[src/rtl/bcd_counter_mod_04.sv]
// bcd_counter_mod_04: parametrised multi-digit BCD modulo-N counter.
// DIGITS BCD digits, counting 0..MODULUS-1 up or down, with a synchronous
// preset, a registered one-cycle wrap pulse (cout_04) and a combinational
// terminal count (tc_04) so stages can be chained sec -> min -> hour.
// Optional build macro BCD_CNT_SAT_EN: saturate at the range ends instead
// of wrapping; cout_04 then marks only the first saturating attempt.
module bcd_counter_mod_04 #(
  parameter int DIGITS  = 2,
  parameter int MODULUS = 60
) (
  input  logic                  clk_04,
  input  logic                  rst_n_04,
  input  logic                  en_04,
  input  logic                  up_04,
  input  logic                  load_04,
  input  logic [4*DIGITS-1:0]   load_val_04,
  output logic [4*DIGITS-1:0]   dout_04,
  output logic                  cout_04,
  output logic                  tc_04
);

  localparam int W = 4 * DIGITS;

  // 10^n, used to bound MODULUS at elaboration time
  function automatic int pow10(input int n);
    int r;
    r = 1;
    for (int i = 0; i < n; i++) r = r * 10;
    return r;
  endfunction

  // Binary integer to packed BCD, digit 0 in the low nibble
  function automatic logic [W-1:0] to_bcd(input int v);
    logic [W-1:0] r;
    int           rem;
    r   = '0;
    rem = v;
    for (int i = 0; i < DIGITS; i++) begin
      r[4*i +: 4] = 4'(rem % 10);
      rem = rem / 10;
    end
    return r;
  endfunction

  localparam int           MAX_MOD = pow10(DIGITS);
  localparam logic [W-1:0] MAX_BCD = to_bcd(MODULUS - 1);

  // Reject illegal parameter combinations while elaborating
  if (DIGITS < 1 || DIGITS > 4 || MODULUS < 2 || MODULUS > MAX_MOD) begin : g_param_check
    $error("bcd_counter_mod_04: illegal DIGITS/MODULUS combination");
  end

  logic [W-1:0] inc_val;
  logic [W-1:0] dec_val;
  logic         carry;
  logic         borrow;
  logic         at_max;
  logic         at_zero;
  logic         load_ok;

  assign at_max  = (dout_04 == MAX_BCD);
  assign at_zero = (dout_04 == '0);

  // Terminal count is purely combinational so the next stage steps on the same edge
  assign tc_04 = en_04 & ~load_04 & (up_04 ? at_max : at_zero);

  // Per-digit BCD increment and decrement with ripple carry/borrow across digits
  always_comb begin
    inc_val = dout_04;
    dec_val = dout_04;
    carry   = 1'b1;
    borrow  = 1'b1;
    for (int i = 0; i < DIGITS; i++) begin
      if (carry) begin
        if (dout_04[4*i +: 4] == 4'd9) begin
          inc_val[4*i +: 4] = 4'd0;
        end else begin
          inc_val[4*i +: 4] = dout_04[4*i +: 4] + 4'd1;
          carry = 1'b0;
        end
      end
      if (borrow) begin
        if (dout_04[4*i +: 4] == 4'd0) begin
          dec_val[4*i +: 4] = 4'd9;
        end else begin
          dec_val[4*i +: 4] = dout_04[4*i +: 4] - 4'd1;
          borrow = 1'b0;
        end
      end
    end
  end

  // A preset is accepted only if every nibble is BCD and the value is in range;
  // for valid BCD the packed compare orders the same as the decimal value
  always_comb begin
    load_ok = 1'b1;
    for (int i = 0; i < DIGITS; i++) begin
      if (load_val_04[4*i +: 4] > 4'd9) load_ok = 1'b0;
    end
    if (load_val_04 > MAX_BCD) load_ok = 1'b0;
  end

`ifdef BCD_CNT_SAT_EN
  logic sat_seen;

  // Saturating counter: hold at the range ends, pulse cout_04 on the first attempt only
  always_ff @(posedge clk_04 or negedge rst_n_04) begin
    if (!rst_n_04) begin
      dout_04  <= '0;
      cout_04  <= 1'b0;
      sat_seen <= 1'b0;
    end else if (load_04) begin
      dout_04  <= load_ok ? load_val_04 : '0;
      cout_04  <= 1'b0;
      sat_seen <= 1'b0;
    end else if (en_04) begin
      if (up_04 ? at_max : at_zero) begin
        cout_04  <= ~sat_seen;
        sat_seen <= 1'b1;
      end else begin
        dout_04  <= up_04 ? inc_val : dec_val;
        cout_04  <= 1'b0;
        sat_seen <= 1'b0;
      end
    end else begin
      cout_04  <= 1'b0;
      sat_seen <= 1'b0;
    end
  end
`else
  // Wrapping counter: load beats enable beats hold; cout_04 marks each wrap for one cycle
  always_ff @(posedge clk_04 or negedge rst_n_04) begin
    if (!rst_n_04) begin
      dout_04 <= '0;
      cout_04 <= 1'b0;
    end else if (load_04) begin
      dout_04 <= load_ok ? load_val_04 : '0;
      cout_04 <= 1'b0;
    end else if (en_04) begin
      if (up_04) begin
        dout_04 <= at_max ? '0 : inc_val;
        cout_04 <= at_max;
      end else begin
        dout_04 <= at_zero ? MAX_BCD : dec_val;
        cout_04 <= at_zero;
      end
    end else begin
      cout_04 <= 1'b0;
    end
  end
`endif

endmodule

[config.mk]
export PLATFORM = sky130hd
export DESIGN_NAME = bcd_counter_mod_04
export DESIGN_NICKNAME = d
export VERILOG_FILES = /design/src/rtl/bcd_counter_mod_04.sv
export SDC_FILE = /design/constraint.sdc
export NUM_CORES = 1
export LEC_CHECK = 0
export CAP_MARGIN = 40
export CORE_ASPECT_RATIO = 0.9
export CORE_MARGIN = 2
export CORE_UTILIZATION = 49
export DETAILED_ROUTE_END_ITERATION = 10
export PLACE_DENSITY_LB_ADDON = 0.15
export SLEW_MARGIN = 20
export SYNTH_ARGS = -nofsm -noshare
export SYNTH_HDL_FRONTEND = slang
export SYNTH_SLANG_ARGS = --single-unit
[constraint.sdc]
create_clock -name clk_04 -period 2.15 [get_ports clk_04]
set_input_delay 0.43 -clock clk_04 [delete_from_list [all_inputs] [get_ports clk_04]]
set_output_delay 0.43 -clock clk_04 [all_outputs]
set_load 0.02 [all_outputs]
; Word-level counts from Yosys, hierarchy flattened
; Cells that the tools add are included.
[word_totals]
word_cells = 43
output_inout_bits = 10
inputBits = 13
regBits = 9
[classes]
order_cmp = 3
addsub = 4
n_reduce_logical = 6
mux = 20
bitwise = 3
eq_ne = 4
[op_table]
columns = operator, count
row1 = 8-bit two-way mux, 6
row2 = 4-bit two-way mux, 6
row3 = 4-bit by 1-bit adder with 4-bit output (second input constant), 2
row4 = 4-bit == test (second input constant), 2
row5 = 8-bit by 7-bit == test with 1-bit output (second input constant), 1
row6 = 4-bit > comparator (second input constant), 2
row7 = 8-bit by 7-bit > comparator with 1-bit output (second input constant), 1
row8 = 4-bit logical NOT, 2
row9 = 8-bit logical NOT, 1
row10 = 1-bit two-way mux, 8
row11 = 4-bit by 1-bit subtractor with 4-bit output (second input constant), 2
row12 = 4-bit by 1-bit inequality test with 1-bit output (second input constant), 1
row13 = 4-bit nonzero test, 1
row14 = 3-bit AND reduction, 1
row15 = 1-bit bitwise AND, 2
row16 = 2-bit nonzero test, 1
row17 = 1-bit inverter, 1

; Logic depth before layout (Yosys ltp)
; Gate-level depths: netlist of run 1.
[logic_depth]
ltp_word = 7
mapped_depth = 6
mapped_depth_nobuf = 6

; Least setup slack after synthesis of run 1
; No wires, ideal clock.
[synth_timing]
path_kind = flip-flop to output port
startpoint = register dout_04[0]
endpoint = output port tc_04
path_buffers = 0
required_ns = 1.720
t_arrival_ns = 1.762
setup_slack_ns = -0.042
path_stages_with_launch = 6
cell_sequence = dfrtp_1 > inv_1 > ha_1 > or3b_4 > a21oi_4 > and3_1
[synth_between]
elab_chain_len = 3
elab_cells_between_ends = 4
cone_classes = 1 x eq/ne / 1 x mux / 1 x bitwise / 1 x reduce/logical
[synth_lines]
columns = element, line
row1 = from (decl), 17  ; output logic [4*DIGITS-1:0] dout_04,
row2 = from (signal assigned), 137  ; dout_04 <= load_ok ? load_val_04 : '0;
row3 = from (signal assigned), 141  ; dout_04 <= at_max ? '0 : inc_val;
row4 = from (signal assigned), 144  ; dout_04 <= at_zero ? MAX_BCD : dec_val;
row5 = 8-bit by 7-bit == test with 1-bit output or 8-bit logical NOT (tied branches), "61, 62"
row6 = 1-bit two-way mux *, 65  ; assign tc_04 = en_04 & ~load_04 & (up_04 ? at_max : at_zero);
row7 = 1-bit bitwise AND *, 65
row8 = to (decl), 19  ; output logic tc_04
; Mark *: on every way between the ends. The rest lies on a longest branch, timed or not.

; Worst setup path in the final report of run 1
; Same ends and word-level chain as after synthesis.

==> metrics, run 1 <==
minimum clock period=2.15 ns; outcome=completed; critical path's largest stage delay=0.41 ns; Final Hold Vio Count=0; Max stage delay cell, worst path=dfrtp_2; max-slew violations=0; Req. time, crit path=1.72 ns; Routed WL per cell=14.0 µm; gr busiest metal=met2; Hold Buf Count CTS=0; Worst EP arrival=1.72 ns; IO Count=23; Fillers=139; Layout Skew=0.00794 ns; CTS Buffer Depth=2; Sum Neg Setup Slack=0 ns; Mapped Cells=117; Sink Count=9; Core Rows=15; Startpoint Class=register; WS Path Type=reg2out; Synth Warn #=0; CTS Buf Count=3; Antenna Violating Nets Remaining=0; Seq cells post-synth=9; crit-path max FO=2; Setup WS pre-CTS=-0.488 ns; vias in the first global route=960; Area Growth Syn to Fin=43.2%; initial antenna violation count=0; met2 usage=48.2%; Initial DRC Count=15; most common cell after layout, fill and taps aside=clkdlybuf4s50_1; gp weighted congestion=0.878; async set-or-reset flop fraction in the synthesized netlist=100%; core area=0.00186 mm²; Die Span Y=45.6 µm; most frequent cells in the layout=clkdlybuf4s50_1 (21), buf_4 (18), nand2_1 (9); PD cells=503 mW/mm²; Max VDD drop=0.348 mV; Die ar.=0.00229 mm²; cell total after placement=172; Tightest Pin Transition=0.454 ns; Mapped Nets=134; ANT cells=0; Initial Utilization=50.6%; total grt overflow=0; met3 Use GR=6.25%; Syn Area/Cell=8.04 µm²; Synth Flop Type=dfrtp_1; met1 Resource Use GR=28.0%; Hold WC Path Type=in2async; global-route wire length before repair=4280 µm; period utilization=99.9%; CP bufs+invs=2; CP Capture Type=output pin; via/cell ratio=5.68; leakage=0.559 nW; Post-synth EDFFs=0; final setup vio count=0; Post-Layout Cell Count=177; RSZ-0062 raised after global routing=yes; htree depth=1; Total Wirelength=2480 µm; highest clock rate=466 MHz; Yosys cell types=45; Max-Cap Viols=0; share of cells above drive strength 1=23.7%; DP HPWL=1920 µm; Netlist Area Pre-Place=941 µm²; worst path cell trace=inv_2 > ha_4 > or3b_4 > a21oi_4 > and3_4 > buf_6; Layout Nets=170; Root Driver=clkbuf_4; TritonCTS clock tree=built; Skew-Pair Late Insertion Delay=0.27 ns; number of detailed-route iterations in the first pass=4; routed via count=1,006; final worst slack=0.00201 ns; post-synthesis sequential area ratio=23.9%; Slew HR=69.6%; Die Wd=50.2 µm; largest net degree at the start of global routing=17; DR DRC count=0; gr usage total=25.2%; Clk pin slew, worst setup/hold paths=0.07 ns; crit-path leading delay family=simple AND/OR/NAND/NOR gates; IO Port Bufs=22
[worst paths after layout]
| path | from | endpoint | slack (ns) | cells past startpoint |
|---|---|---|---|---|
| worst max register to register | dout_04[0] | dout_04[3] | 0.21 | 8 |
| max in group asynchronous | rst_n_04 | dout_04[0] | 1.34 | 1 |
| worst min register to register | dout_04[7] | cout_04 | 0.61 | 2 |
| worst min-delay path | rst_n_04 | dout_04[3] | 0.47 | 1 |
| min in group clk_04 | dout_04[7] | cout_04 | 0.61 | 2 |
| worst max-delay path | dout_04[0] | tc_04 | 0.002 | 6 |
[power breakdown]
part / switching, mW / internal (mW) / total [mW] / leakage, nW
clock: 0.0647 / 0.0717 / 0.136 / 0.0150
sequential: 0.00928 / 0.186 / 0.196 / 0.115
combinational: 0.171 / 0.174 / 0.346 / 0.429
[cells in the mapped netlist (2+ instances only)]
library cell,number,area share (%)
nor4_1,2,1.3
or3_1,2,1.3
and3_1,3,2.0
a2bb2oi_1,2,1.9
clkbuf_1,5,2.0
a21o_1,2,1.6
and3b_1,3,2.8
nand3_1,6,3.2
nand3b_1,2,1.6
nand2_1,10,4.0
ha_1,4,5.3
nor2_1,3,1.2
inv_1,5,2.0
a21oi_1,7,3.7
dfrtp_1,9,24
nor3b_1,4,3.2
nor2b_1,4,2.7
nand2b_1,2,1.3
buf_2,4,2.1
o21ai_0,6,3.2
nor3_1,8,4.3
[state kept, by name (all words and copies together) (netlist names)]
register  flops
cout_04       1
dout_04       8
[final cells by class]
class	count	area, µm²	area share [%]
Multi-Input combinational cell	93	677	50.2
Timing Repair Buffer	41	368	27.3
Sequential cell	9	226	16.8
Tap cell	25	31.3	2.32
Clock buffer	4	26.3	1.95
Inverter	5	18.8	1.39
[cells by family after synthesis]
group                    count (synthesis)  share of synthesized area, %
AO/OA/AOI/OAI                           31                          23.8
buffers and inverters                   15                          7.31
AND/OR/NAND/NOR                         55                          34.7
flip-flops                               9                          23.9
adder cells (fa/ha/maj)                  4                          5.32
multiplexers                             2                          3.99
XOR/XNOR                                 1                         0.931
[worst register-to-register path, delay by kind of cell (launching register included)]
kind,cells,cell delay (ns)
buf+inv,4,0.47
mux,1,0.51
flops,1,0.41
compound gates,2,0.24
fa+ha+maj,1,0.23
[metrics by stage]
step           area, µm²  utilization (%)  hold slack [ns]  total power [mW]
2_1_floorplan        947                -            0.134             0.394
3_3_place_gp        1280             69.1            0.613             0.522
3_5_place_dp        1280             69.1            0.602             0.531
4_1_cts             1340             71.9            0.484             0.675
5_1_grt             1350             72.5            0.520             0.717
6_report            1350             72.5            0.474             0.678
[metal layers]
layer	wire length [µm]	up-vias
met5	0	-
met4	31	0
met3	88	4
met2	1350	21
met1	1020	474
li1	-	507
[what timing repair did]
action | CTS | global route
buffers inserted | 1 | 0
resized for setup | 10 | 3
setup endpoints to repair | 1 | 1
pin swaps | 2 | 0
Note: power is estimated with default switching activity, not from simulation.
==> run 2, diff against run 1 <==
--- a/config.mk
+++ b/config.mk
@@ -5,9 +5,8 @@
 export SDC_FILE = /design/constraint.sdc
 export NUM_CORES = 1
 export LEC_CHECK = 0
-export CAP_MARGIN = 40
 export CORE_ASPECT_RATIO = 0.9
-export CORE_MARGIN = 2
+export CORE_MARGIN = 4
 export CORE_UTILIZATION = 49
 export DETAILED_ROUTE_END_ITERATION = 10
 export PLACE_DENSITY_LB_ADDON = 0.15
==> run 2 against run 1 <==
- core utilization up 4.0 points
- first-iteration DRC count up 130%
- sequential power barely moved
- non-clock buffer count up 1
- global-route usage is 3.4 points lower
- design area shrank 0.46%
- wire length is 5.4% higher
- sequential share of layout area increased by 0.078 points
- total power down 0.96%
- combinational power about the same
- critical endpoint unchanged
- critical path depth unchanged
- clock skew down 0.0026 ns
==> metrics, run 2 (same netlist as run 1, synthesis figures left out) <==
outcome=completed; Core Rows=14; total internal power=431 µW; Die ar.=0.00269 mm²; IO Port Bufs=22; DP HPWL=2050 µm; TritonCTS clock tree=built; Startpoint Class=primary input; Area Growth Syn to Fin=42.6%; Reg with most FFs=dout_04; ANT cells=0; combinational power share=51.4%; gr busiest metal=met1; Reg-to-Reg Start=dout_04[0]; Layout Nets=171; initial antenna violation count=0; IO Count=23; Fillers=129; Slew HR=71.8%; RSZ-0062 raised after global routing=yes; Largest regs=dout_04 x8, cout_04 x1; leakage=0.562 nW; highest clock rate=466 MHz; Die Span Y=49.6 µm; cell total after placement=171; max reg flops=8; final instance area=0.00134 mm²; number of detailed-route iterations in the first pass=4; CTS Buf Count=3; core area=0.00175 mm²; Hold WC Path Type=in2async; Post-Layout Cell Count=177; final core occ=76.6%; most frequent cells in the layout=clkdlybuf4s50_1 (21), buf_4 (19), nand2_1 (10); DR DRC count=0; Worst EP arrival=1.72 ns; routed via count=1,054; Sw Share=35.8%; CTS Buffer Depth=2; post-place instance area=0.00128 mm²; Layout Skew=0.00536 ns; Total Wirelength=2610 µm; htree depth=1; sw power=240 µW; Initial Utilization=53.7%; Skew-Pair Late Insertion Delay=0.26 ns; Sink Count=9; Req. time, crit path=1.72 ns; clock power share=19.4%; total grt overflow=0; max-slew violations=0; final setup vio count=0; Root Driver=clkbuf_4; Hold Worst Slack=0.472 ns; Tightest Pin Transition=0.421 ns; largest net degree at the start of global routing=17; gp weighted congestion=0.860; Die Wd=54.2 µm; vias in the first global route=933; gr usage total=21.8%; Clk pin slew, worst setup/hold paths=0.06 ns; PD cells=500 mW/mm²; Antenna Violating Nets Remaining=0; Final Hold Vio Count=0; met2 usage=30.3%; global-route wire length before repair=4430 µm; Worst Setup SP=up_04; met1 Resource Use GR=35.1%; share of cells above drive strength 1=22.9%; Sum Neg Setup Slack=0 ns; CP Capture Type=output pin; WS Path Type=in2out; Routed WL per cell=14.8 µm; most common cell after layout, fill and taps aside=clkdlybuf4s50_1; minimum clock period=2.15 ns; Max-Cap Viols=0; met3 Use GR=2.41%; via/cell ratio=5.95; Max VDD drop=0.480 mV; Hold Buf Count CTS=0; Initial DRC Count=35; period utilization=99.8%; part of the power in registers=29.2%; crit-path max FO=6
run 2: worst paths after layout:
kind | end | slack (ns) | depth (start not counted)
worst max-delay path | tc_04 | 0.004 | 6
worst min-delay path | dout_04[7] | 0.47 | 1
worst max register to register | dout_04[6] | 0.28 | 8
worst min register to register | cout_04 | 0.67 | 2
max in group asynchronous | dout_04[0] | 1.36 | 1
min in group clk_04 | cout_04 | 0.67 | 2
run 2: per-stage QoR:
| stage | setup slack, ns | power, mW |
|---|---|---|
| 4_1_cts | 0.000320 | 0.668 |
| 3_5_place_dp | -0.476 | 0.532 |
| 3_3_place_gp | -0.471 | 0.523 |
| 2_1_floorplan | 0.00564 | 0.394 |
| 6_report | 0.00393 | 0.671 |
| 5_1_grt | -0.0493 | 0.719 |
run 2: power by group through the flow:
| stage | registers (mW) | clock network (mW) | logic [mW] |
|---|---|---|---|
| 2_1_floorplan | 0.228 | 0 | 0.167 |
| 4_1_cts | 0.196 | 0.131 | 0.341 |
| 6_report | 0.196 | 0.130 | 0.345 |
| 3_5_place_dp | 0.198 | 0 | 0.334 |
| 3_3_place_gp | 0.197 | 0 | 0.325 |
| 5_1_grt | 0.198 | 0.144 | 0.377 |
run 2: routing by layer:
metal  vias to the layer above  routed length [µm]
met2                        51                1200
li1                        506                   -
met4                         0                  12
met1                       495                1190
met5                         -                   0
met3                         2                 207
run 2: cell type report:
cell class                 count  area [µm²]  share of cell area (%)
sequential                     9         226                    16.9
multi-input combinational     93         664                    49.5
timing repair buffer          42         375                    28.0
tap                           24        30.0                    2.24
inverter                       5        18.8                    1.40
clock buffer                   4        26.3                    1.96
run 2: what timing repair did:
action,CTS,global route
pin swaps,2,1
resized for setup,10,1
buffers inserted,1,1
setup endpoints to repair,1,1
run 2: worst max-delay path, stage by stage:
cell	delay, ns
clkdlybuf4s50_1	0.43
buf_6	0.14
or3_1	0.30
nand2_1	0.09
and3_4	0.20
buf_6	0.11
==> run 3, diff against run 2 <==
--- a/config.mk
+++ b/config.mk
@@ -8,6 +8,8 @@
 export CORE_ASPECT_RATIO = 0.9
 export CORE_MARGIN = 4
 export CORE_UTILIZATION = 49
+export CTS_BUF_LIST = sky130_fd_sc_hd__clkbuf_4 sky130_fd_sc_hd__clkbuf_8 sky130_fd_sc_hd__clkbuf_16
+export CTS_CLUSTER_SIZE = 16
 export DETAILED_ROUTE_END_ITERATION = 10
 export PLACE_DENSITY_LB_ADDON = 0.15
 export SLEW_MARGIN = 20
==> run 3 against run 2 <==
- via count down 2.0%
- critical path depth unchanged
- global-route usage unchanged
- fmax barely moved
- clock skew down 0.0045 ns
- register-to-register slack about the same
- hold slack better by 0.0024 ns
- cell count is the same
- design area grew 0.28%
- die area unchanged
- core utilization increased by 0.21 points
- critical path type unchanged
==> metrics, run 3 (same netlist as run 1, synthesis figures left out) <==
outcome=completed; Max-Cap Viols=0; Sum Neg Setup Slack=0 ns; max-slew violations=0; DR DRC count=0; final core occ=76.8%; Slew HR=72.2%; Area Growth Syn to Fin=43.0%; htree depth=1; Storage cell area=226 µm²; CTS Buffer Depth=2; minimum clock period=2.15 ns; gp weighted congestion=0.860; WS Path Type=in2out; Die Wd=54.2 µm; total grt overflow=0; Worst EP arrival=1.72 ns; Layout Skew=0.000882 ns; Clk pin slew, worst setup/hold paths=0.06 ns; IO Count=23; CTS Buf Count=3; core area=0.00175 mm²; IO Port Bufs=22; most common cell after layout, fill and taps aside=clkdlybuf4s50_1; number of detailed-route iterations in the first pass=4; Core Rows=14; initial antenna violation count=0; CP Capture Type=output pin; gr usage total=21.8%; Reg with most FFs=dout_04; share of cells above drive strength 1=23.5%; Startpoint Class=primary input; R2R Path End=dout_04[6]; global-route wire length before repair=4430 µm; Root Driver=clkbuf_4; PD cells=508 mW/mm²; Hold Worst Slack=0.474 ns; routed via count=1,033; Hold WC Path Type=in2async; period utilization=99.9%; final worst slack=0.00233 ns; area occupied by multi-input gates=664 µm²; Final Hold Vio Count=0; Req. time, crit path=1.72 ns; TritonCTS clock tree=built; Max VDD drop=0.535 mV; Tightest Pin Transition=0.415 ns; Reg2Reg Depth=8; Largest regs=dout_04 x8, cout_04 x1; vias in the first global route=940; crit-path max FO=6; Skew-Pair Late Insertion Delay=0.25 ns; Routed WL per cell=14.8 µm; DP HPWL=2050 µm; ANT cells=0; RSZ-0062 raised after global routing=yes; Sink Count=9; Layout Nets=171; most frequent cells in the layout=clkdlybuf4s50_1 (21), buf_4 (19), nand2_1 (10); leakage=0.566 nW; total power=683 µW; Die Span Y=49.6 µm; Total Wirelength=2610 µm; highest clock rate=466 MHz; R2R setup slack=0.27 ns; Fillers=129; via/cell ratio=5.84; Setup WS pre-CTS=-0.476 ns; Antenna Violating Nets Remaining=0; max reg flops=8; Die ar.=0.00269 mm²; Reg-to-Reg Start=dout_04[0]; final setup vio count=0; Initial Utilization=53.7%; Initial DRC Count=29; largest net degree at the start of global routing=17
-- run 3: cell count changes in the layout (fill, tap and decap cells not counted) --
cell and delta:
clkbuf_1 -1, clkbuf_4 +1
-- run 3: worst max path at each step --
stage / start / to / slack, ns
3_5_place_dp: up_04 / tc_04 / -0.48
5_1_grt: dout_04[0] / tc_04 / -0.05
6_report: up_04 / tc_04 / 0.002
2_1_floorplan: dout_04[1] / tc_04 / 0.006
3_3_place_gp: up_04 / tc_04 / -0.47
4_1_cts: up_04 / tc_04 / 0.0003
-- run 3: cell type report --
type	count	area share (%)
clock buffer	4	2.23
multi-input combinational	93	49.4
sequential	9	16.8
timing repair buffer	42	27.9
tap	24	2.23
inverter	5	1.40
-- run 3: per-layer routing --
layer  up-vias  GRT usage (%)  share of wire (%)
li1        503              -                  -
met1       480           35.1                 47
met2        46           30.3                 44
met3         4           2.41                7.0
met4         0           4.98                1.1
met5         -              0                  0
-- run 3: power breakdown --
group          switching (mW)  internal [mW]  total (mW)
Clock                  0.0575         0.0840       0.142
Combinational           0.172          0.173       0.345
Sequential            0.00965          0.186       0.196
-- run 3: through the flow --
step                      cells  area (µm²)
after CTS                   176        1330
after floorplan             117         947
after global routing        177        1350
final                       177        1350
after detailed placement    171        1280
after global placement      171        1280
-- run 3: what timing repair did --
action                                  CTS  global route
gates resized for setup                  10             1
hold buffers                              0             0
pin swaps                                 2             1
endpoints found under the setup margin    1             1
buffers inserted                          1             1
-- run 3: worst max-delay path, stage by stage --
cell and delay [ns]:
clkdlybuf4s50_1 0.43, buf_6 0.14, or3_1 0.30, nand2_1 0.09
and3_4 0.20, buf_6 0.11
